$ cat src/rtl/dither_sequencer_if.sv
// Pixel stream bundle: input valid/ready pixel stream plus output valid/ready pixel stream.
// master = pixel source / VGA sink side, slave = the dither sequencer itself.
interface dither_sequencer_if;
  logic        s_valid;
  logic        s_ready;
  logic [23:0] s_data;
  logic        s_sof;
  logic        m_valid;
  logic        m_ready;
  logic [11:0] m_data;
  logic        m_sof;
  logic        m_eol;

  modport master (
    output s_valid, s_data, s_sof, m_ready,
    input  s_ready, m_valid, m_data, m_sof, m_eol
  );

  modport slave (
    input  s_valid, s_data, s_sof, m_ready,
    output s_ready, m_valid, m_data, m_sof, m_eol
  );
endinterface

$ cat src/rtl/dither_sequencer.sv
// Purpose: 24-bit RGB to 12-bit RGB with 2x2 Bayer ordered dither and saturation; optional DITHER_TEMPORAL_EN rotates the pattern per frame.
// Latency: 2 clocks (input register stage, output register stage); 1 pixel/clk sustained.
// Backpressure: s_ready drops only when both stages hold a pixel and m_ready is low; no drop/duplicate.
module dither_sequencer #(
  parameter int H_RES = 640,
  parameter int V_RES = 480
) (
  input  logic                  clk,
  input  logic                  reset_n,
  input  logic                  enable,
  dither_sequencer_if.slave     bus,
  output logic [7:0]            frame_cnt
);

  localparam int XW = (H_RES > 1) ? $clog2(H_RES) : 1;
  localparam int YW = (V_RES > 1) ? $clog2(V_RES) : 1;

  logic          adv1, adv2, acc;
  logic [XW-1:0] x, px;
  logic [YW-1:0] y, py;
  logic          at_org, x_last, y_last;
  logic [1:0]    phase, idx;
  logic [3:0]    off_nxt;

  logic          v1;
  logic [23:0]   d1;
  logic [3:0]    off1;
  logic          sof1, eol1;

  assign adv2        = !bus.m_valid || bus.m_ready;
  assign adv1        = !v1 || adv2;
  assign bus.s_ready = adv1;
  assign acc         = bus.s_valid && adv1;

  assign at_org = (x == '0) && (y == '0);
  assign x_last = (x == XW'(H_RES - 1));
  assign y_last = (y == YW'(V_RES - 1));

  // A start-of-frame marker relocates the incoming pixel to the origin.
  assign px = bus.s_sof ? '0 : x;
  assign py = bus.s_sof ? '0 : y;

`ifdef DITHER_TEMPORAL_EN
  logic [7:0] fc_pix;
  // Phase follows the frame the pixel belongs to, including a frame opened by s_sof.
  assign fc_pix = (bus.s_sof && !at_org) ? frame_cnt + 8'd1 : frame_cnt;
  assign phase  = fc_pix[1:0];
`else
  assign phase  = 2'b00;
`endif

  assign idx = {py[0], px[0]} ^ phase;

  // Bayer 2x2 offset lookup, forced to zero for plain truncation.
  always_comb begin
    off_nxt = 4'd0;
    if (enable) begin
      case (idx)
        2'd0: off_nxt = 4'd0;
        2'd1: off_nxt = 4'd8;
        2'd2: off_nxt = 4'd12;
        default: off_nxt = 4'd4;
      endcase
    end
  end

  function automatic logic [3:0] sat_chan(input logic [7:0] c, input logic [3:0] off);
    logic [8:0] s;
    s = {1'b0, c} + {5'b0, off};
    return s[8] ? 4'hF : s[7:4];
  endfunction

  // Frame position and completed-frame counter, advanced on every accepted pixel.
  always_ff @(posedge clk or negedge reset_n) begin
    if (!reset_n) begin
      x         <= '0;
      y         <= '0;
      frame_cnt <= '0;
    end else if (acc) begin
      if (bus.s_sof) begin
        x <= XW'(1);
        y <= '0;
        if (!at_org) frame_cnt <= frame_cnt + 8'd1;
      end else if (x_last) begin
        x <= '0;
        if (y_last) begin
          y         <= '0;
          frame_cnt <= frame_cnt + 8'd1;
        end else begin
          y <= y + YW'(1);
        end
      end else begin
        x <= x + XW'(1);
      end
    end
  end

  // Stage 1: capture raw pixel, chosen offset and position flags.
  always_ff @(posedge clk or negedge reset_n) begin
    if (!reset_n) begin
      v1   <= 1'b0;
      d1   <= '0;
      off1 <= '0;
      sof1 <= 1'b0;
      eol1 <= 1'b0;
    end else if (adv1) begin
      v1 <= bus.s_valid;
      if (bus.s_valid) begin
        d1   <= bus.s_data;
        off1 <= off_nxt;
        sof1 <= (px == '0) && (py == '0);
        eol1 <= (px == XW'(H_RES - 1));
      end
    end
  end

  // Stage 2: apply offset with saturation and present the reduced pixel; held while stalled.
  always_ff @(posedge clk or negedge reset_n) begin
    if (!reset_n) begin
      bus.m_valid <= 1'b0;
      bus.m_data  <= '0;
      bus.m_sof   <= 1'b0;
      bus.m_eol   <= 1'b0;
    end else if (adv2) begin
      bus.m_valid <= v1;
      if (v1) begin
        bus.m_data <= {sat_chan(d1[23:16], off1), sat_chan(d1[15:8], off1), sat_chan(d1[7:0], off1)};
        bus.m_sof  <= sof1;
        bus.m_eol  <= eol1;
      end
    end
  end

endmodule

$ cat src/flat_wrapper.sv
// flat-port wrapper written by rule: the top's interface ports become plain ports
module dither_sequencer_flat 
#(
  parameter int H_RES = 640,
  parameter int V_RES = 480
)
  (clk, reset_n, enable, frame_cnt, bus_s_valid, bus_s_data, bus_s_sof, bus_m_ready, bus_s_ready, bus_m_valid, bus_m_data, bus_m_sof, bus_m_eol);
  dither_sequencer_if bus_i ();
  input  logic clk;
  input  logic reset_n;
  input  logic enable;
  output logic [7:0] frame_cnt;
  input wire logic [$bits(bus_i.s_valid)-1:0] bus_s_valid;
  input wire logic [$bits(bus_i.s_data)-1:0] bus_s_data;
  input wire logic [$bits(bus_i.s_sof)-1:0] bus_s_sof;
  input wire logic [$bits(bus_i.m_ready)-1:0] bus_m_ready;
  output wire logic [$bits(bus_i.s_ready)-1:0] bus_s_ready;
  output wire logic [$bits(bus_i.m_valid)-1:0] bus_m_valid;
  output wire logic [$bits(bus_i.m_data)-1:0] bus_m_data;
  output wire logic [$bits(bus_i.m_sof)-1:0] bus_m_sof;
  output wire logic [$bits(bus_i.m_eol)-1:0] bus_m_eol;
  assign bus_i.s_valid = bus_s_valid;
  assign bus_i.s_data = bus_s_data;
  assign bus_i.s_sof = bus_s_sof;
  assign bus_i.m_ready = bus_m_ready;
  assign bus_s_ready = bus_i.s_ready;
  assign bus_m_valid = bus_i.m_valid;
  assign bus_m_data = bus_i.m_data;
  assign bus_m_sof = bus_i.m_sof;
  assign bus_m_eol = bus_i.m_eol;
  dither_sequencer #(.H_RES(H_RES), .V_RES(V_RES)) u_core (.clk(clk), .reset_n(reset_n), .enable(enable), .bus(bus_i), .frame_cnt(frame_cnt));
endmodule
$ cat config.mk
export PLATFORM = sky130hd
export DESIGN_NAME = dither_sequencer_flat
export DESIGN_NICKNAME = d
export VERILOG_FILES = /design/src/rtl/dither_sequencer_if.sv /design/src/rtl/dither_sequencer.sv /design/src/flat_wrapper.sv
export SDC_FILE = /design/constraint.sdc
export NUM_CORES = 1
export LEC_CHECK = 0
export CORE_MARGIN = 2
export CORE_UTILIZATION = 60
export DETAILED_ROUTE_END_ITERATION = 8
export DONT_BUFFER_PORTS = 1
export GPL_TIMING_DRIVEN = 0
export PLACE_DENSITY = 0.78
export SLEW_MARGIN = 25
export SYNTH_ARGS = -nofsm -noshare
export SYNTH_HDL_FRONTEND = slang
export SYNTH_SLANG_ARGS = --single-unit
$ cat constraint.sdc
create_clock -name clk -period 2.1 [get_ports clk]
set_input_delay 0.105 -clock clk [delete_from_list [all_inputs] [get_ports clk]]
set_output_delay 0.105 -clock clk [all_outputs]
set_load 0.005 [all_outputs]
==> out/qor.yml <==
synthesis:
  yosys_warnings: 0
  ys_seq_elements: 65
  synth_xor_area_share_pct: 3.51
  synth_compound_area_share_pct: 13.1
  synth_top_family_by_area: "simple AND/OR/NAND/NOR gates"
  netlist_area_mm2: 0.00324
  ys_seq_area_share_pct: 50.2
  syn_inst: 336
  synthAdderAreaFrac_pct: 3.09
  syn_nets: 374
  synthSimpleGateAreaFrac_pct: 24.6
  synth_edf_count: 0
  synth_mux_area_share_pct: 2.16
  async_reset_ff_share_pct: 100
  ys_types: 57
  synth.avg_cell_area_um2: 9.64
  synth_flop_cell: "dfrtp_1"
timing:
  layout_setup_ws_ns: 0.108
  fin_skew_ns: 0.00998
  tns_ns: 0
  worstMarginPinSlew_ns: 0.484
  min_period_ns: 1.99
  finalCritPeriodShare_pct: 94.9
  drv_slew: 0
  setup-violations-final: 0
  slew_headroom_pct: 67.7
  hold_viol_final: 0
  max_freq_mhz: 502
  rsz0062_at_grt: "no"
power_and_ir_drop:
  finalPower_w: 0.00331
  p_per_area_mw_per_mm2: 870
  ir_drop_mv: 0.424
  p_leak_nw: 1.70
placement:
  hpwl_um: 4530
  port_buffers: 0
  dpl_worst_slack_ns: 0.0350
  place_area_mm2: 0.00333
  place.gp.congestion: 0.780
finish:
  postLayoutCellArea_mm2: 0.00381
  fill_cells: 362
  area_growth_pct: 17.5
  antenna-diode-count: 0
  layout-drive-gt1-share_pct: 11.9
  nets: 411
  finalCoreUtilization_pct: 73.6
clock_network:
  cts_root_buf: "clkbuf_8"
  h-tree-depth: 3
  cts.sinks: 65
  numCtsBuffers: 9
  cts_tree: "built"
  clockBufferDepth: 2
  clk_latency_ns: 0.34
  cts.clk_slew.worst_paths_ns: 0.07
route:
  vias: 2616
  wl_met3_um: 305
  routedWlPerCell_um: 15.9
  drt_first_pass_iters: 4
  ant_nets: 0
  viasPerCell: 5.85
  wirelength_um: 7100
  drt-met1-wl_um: 2940
  top_layer_used: "met4"
  drt-initial-drc-count: 142
  drc_errors: 0
  wl_met2_um: 3690
global_routing:
  first_global_vias: 2590
  grt_pass1_wl_um: 11500
  antenna_found_initial: 0
  grt_max_degree: 66
  track_usage_pct: 24.5
  grt.overflow.total: 0
worst_setup_path:
  reg2reg_depth: 7
  startpoint_type: "flip-flop"
  worstPathArrival_ns: 2.21
  r2r_slack_ns: 0.11
  path_class: "reg2reg"
  cp_max_fo: 10
  cp.required_ns: 2.32
  end_kind: "flip-flop"
  r2r-start: "u_core.x[0]"
  reg2reg_to: "u_core.y[4]"
min_path:
  hp-start: "bus_m_ready"
  min_to: "u_core.v1"
  whs_path_depth: 2
  hold_path.class: "in2reg"
floorplan:
  die_w_um: 77.5
  boundaryPins: 54
  fp-row-count: 26
  die_h_um: 77.5
  dieArea_mm2: 0.00600
  initial_core_util_pct: 62.6
  core-area_mm2: 0.00517
job:
  drv_cap: 0
run_status:
  status: "completed"
## layer usage
| metal | GRT usage (%) | vias to the layer above |
|---|---|---|
| met5 | 0 | - |
| met4 | 14.3 | 0 |
| met3 | 4.88 | 15 |
| met2 | 40.5 | 72 |
| met1 | 29.9 | 1289 |
| li1 | - | 1240 |
## power breakdown
| group | internal, W | switching, W | leakage (nW) |
|---|---|---|---|
| logic | 0.000268 | 0.000306 | 0.782 |
| registers | 0.00145 | 0.000222 | 0.824 |
| clock network | 0.000608 | 0.000461 | 0.0957 |
## cell usage after synthesis, types with 4 or more instances
master	n	share of area, %
dfrtp_1	65	50
ha_1	8	3.1
o31ai_1	5	1.2
nand3_1	18	2.8
xnor2_1	8	2.2
clkbuf_1	9	1.0
nor2b_1	5	0.97
a21oi_1	8	1.2
mux2_2	4	1.4
and3_1	5	0.97
a31oi_1	9	1.7
xor2_1	5	1.4
nor2_1	13	1.5
o21ai_0	26	4.0
nor4_1	5	0.97
inv_1	7	0.81
nand2_1	83	9.6
## metrics by stage
step,hold slack [ns],std cells
detailed placement,-0.189,406
floorplan,-0.191,336
finish,0.0372,447
CTS,0.0226,445
global route,0.0421,447
global placement,-0.189,406
## kinds of logic (layout without fill, tap and decap cells)
| logic type | count (synthesis) | count (layout) |
|---|---|---|
| fa+ha+maj | 8 | 8 |
| mux | 6 | 6 |
| simple gates | 159 | 159 |
| xor+xnor | 13 | 13 |
| compound gates | 62 | 62 |
| buf+inv | 23 | 64 |
| flops | 65 | 65 |
## area by class of cell
cell class	count	area [um2]	area share (%)
Buffer	16	82.6	2.17
Clock buffer	13	159	4.17
Clock inverter	2	37.5	0.986
Inverter	7	26.3	0.690
Multi-Input combinational cell	248	1510	39.8
Sequential cell	65	1630	42.7
Tap cell	70	87.6	2.30
Timing Repair Buffer	26	273	7.17
## critical path: stages (launching register included)
cell and delay, ns:
dfrtp_1 0.44, ha_1 0.26, and4_4 0.23, a41oi_4 0.29
nand2b_4 0.19, buf_6 0.13, nor4_1 0.05, a221o_1 0.27
## layout by cell type (no fill, tap or decap), types with 2 or more instances in the layout
master and instances:
buf_4 5, a21oi_1 8, or3_1 3, mux2_2 4
clkbuf_1 11, nand3b_1 2, nand4_1 3, nand4b_1 2
nor2_1 13, nand2_1 83, and4b_1 2, o31ai_1 5
dlygate4sd3_1 23, a31oi_1 9, dfrtp_1 65, ha_1 7
clkbuf_8 11, xor2_1 5, nor2b_1 5, nor4_1 5
inv_1 7, o21ai_0 26, xnor2_1 8, nand3_1 18
buf_2 3, and3_1 5, nand2b_1 3
## flip-flops by register name (all words and copies together) (netlist names)
signal and flops:
u_core.eol1 1, u_core.x 10, u_core.bus.m_eol 1, u_core.v1 1, u_core.bus.m_valid 1, u_core.frame_cnt 8, u_core.y 9, u_core.off1 2
u_core.bus.m_sof 1, u_core.d1 18, u_core.bus.m_data 12, u_core.sof1 1
## worst max path at each step
stage	start	to	slack, ns
after floorplan	u_core.x[0]	u_core.y[4]	0.28
after global placement	u_core.y[1]	u_core.frame_cnt[1]	0.08
after detailed placement	u_core.y[1]	u_core.frame_cnt[1]	0.03
after CTS	u_core.y[1]	u_core.frame_cnt[1]	0.006
after global routing	u_core.y[1]	u_core.frame_cnt[1]	0.03
final	u_core.x[0]	u_core.y[4]	0.11
## timing repair
action / in CTS / in global routing
setup endpoints to repair: 0 / 6
gates resized for setup: 0 / 2
hold buffers: 24 / 0
endpoints found under the hold margin: 88 / 0
buffers inserted: 0 / 2
(Power assumes the default switching activity.)
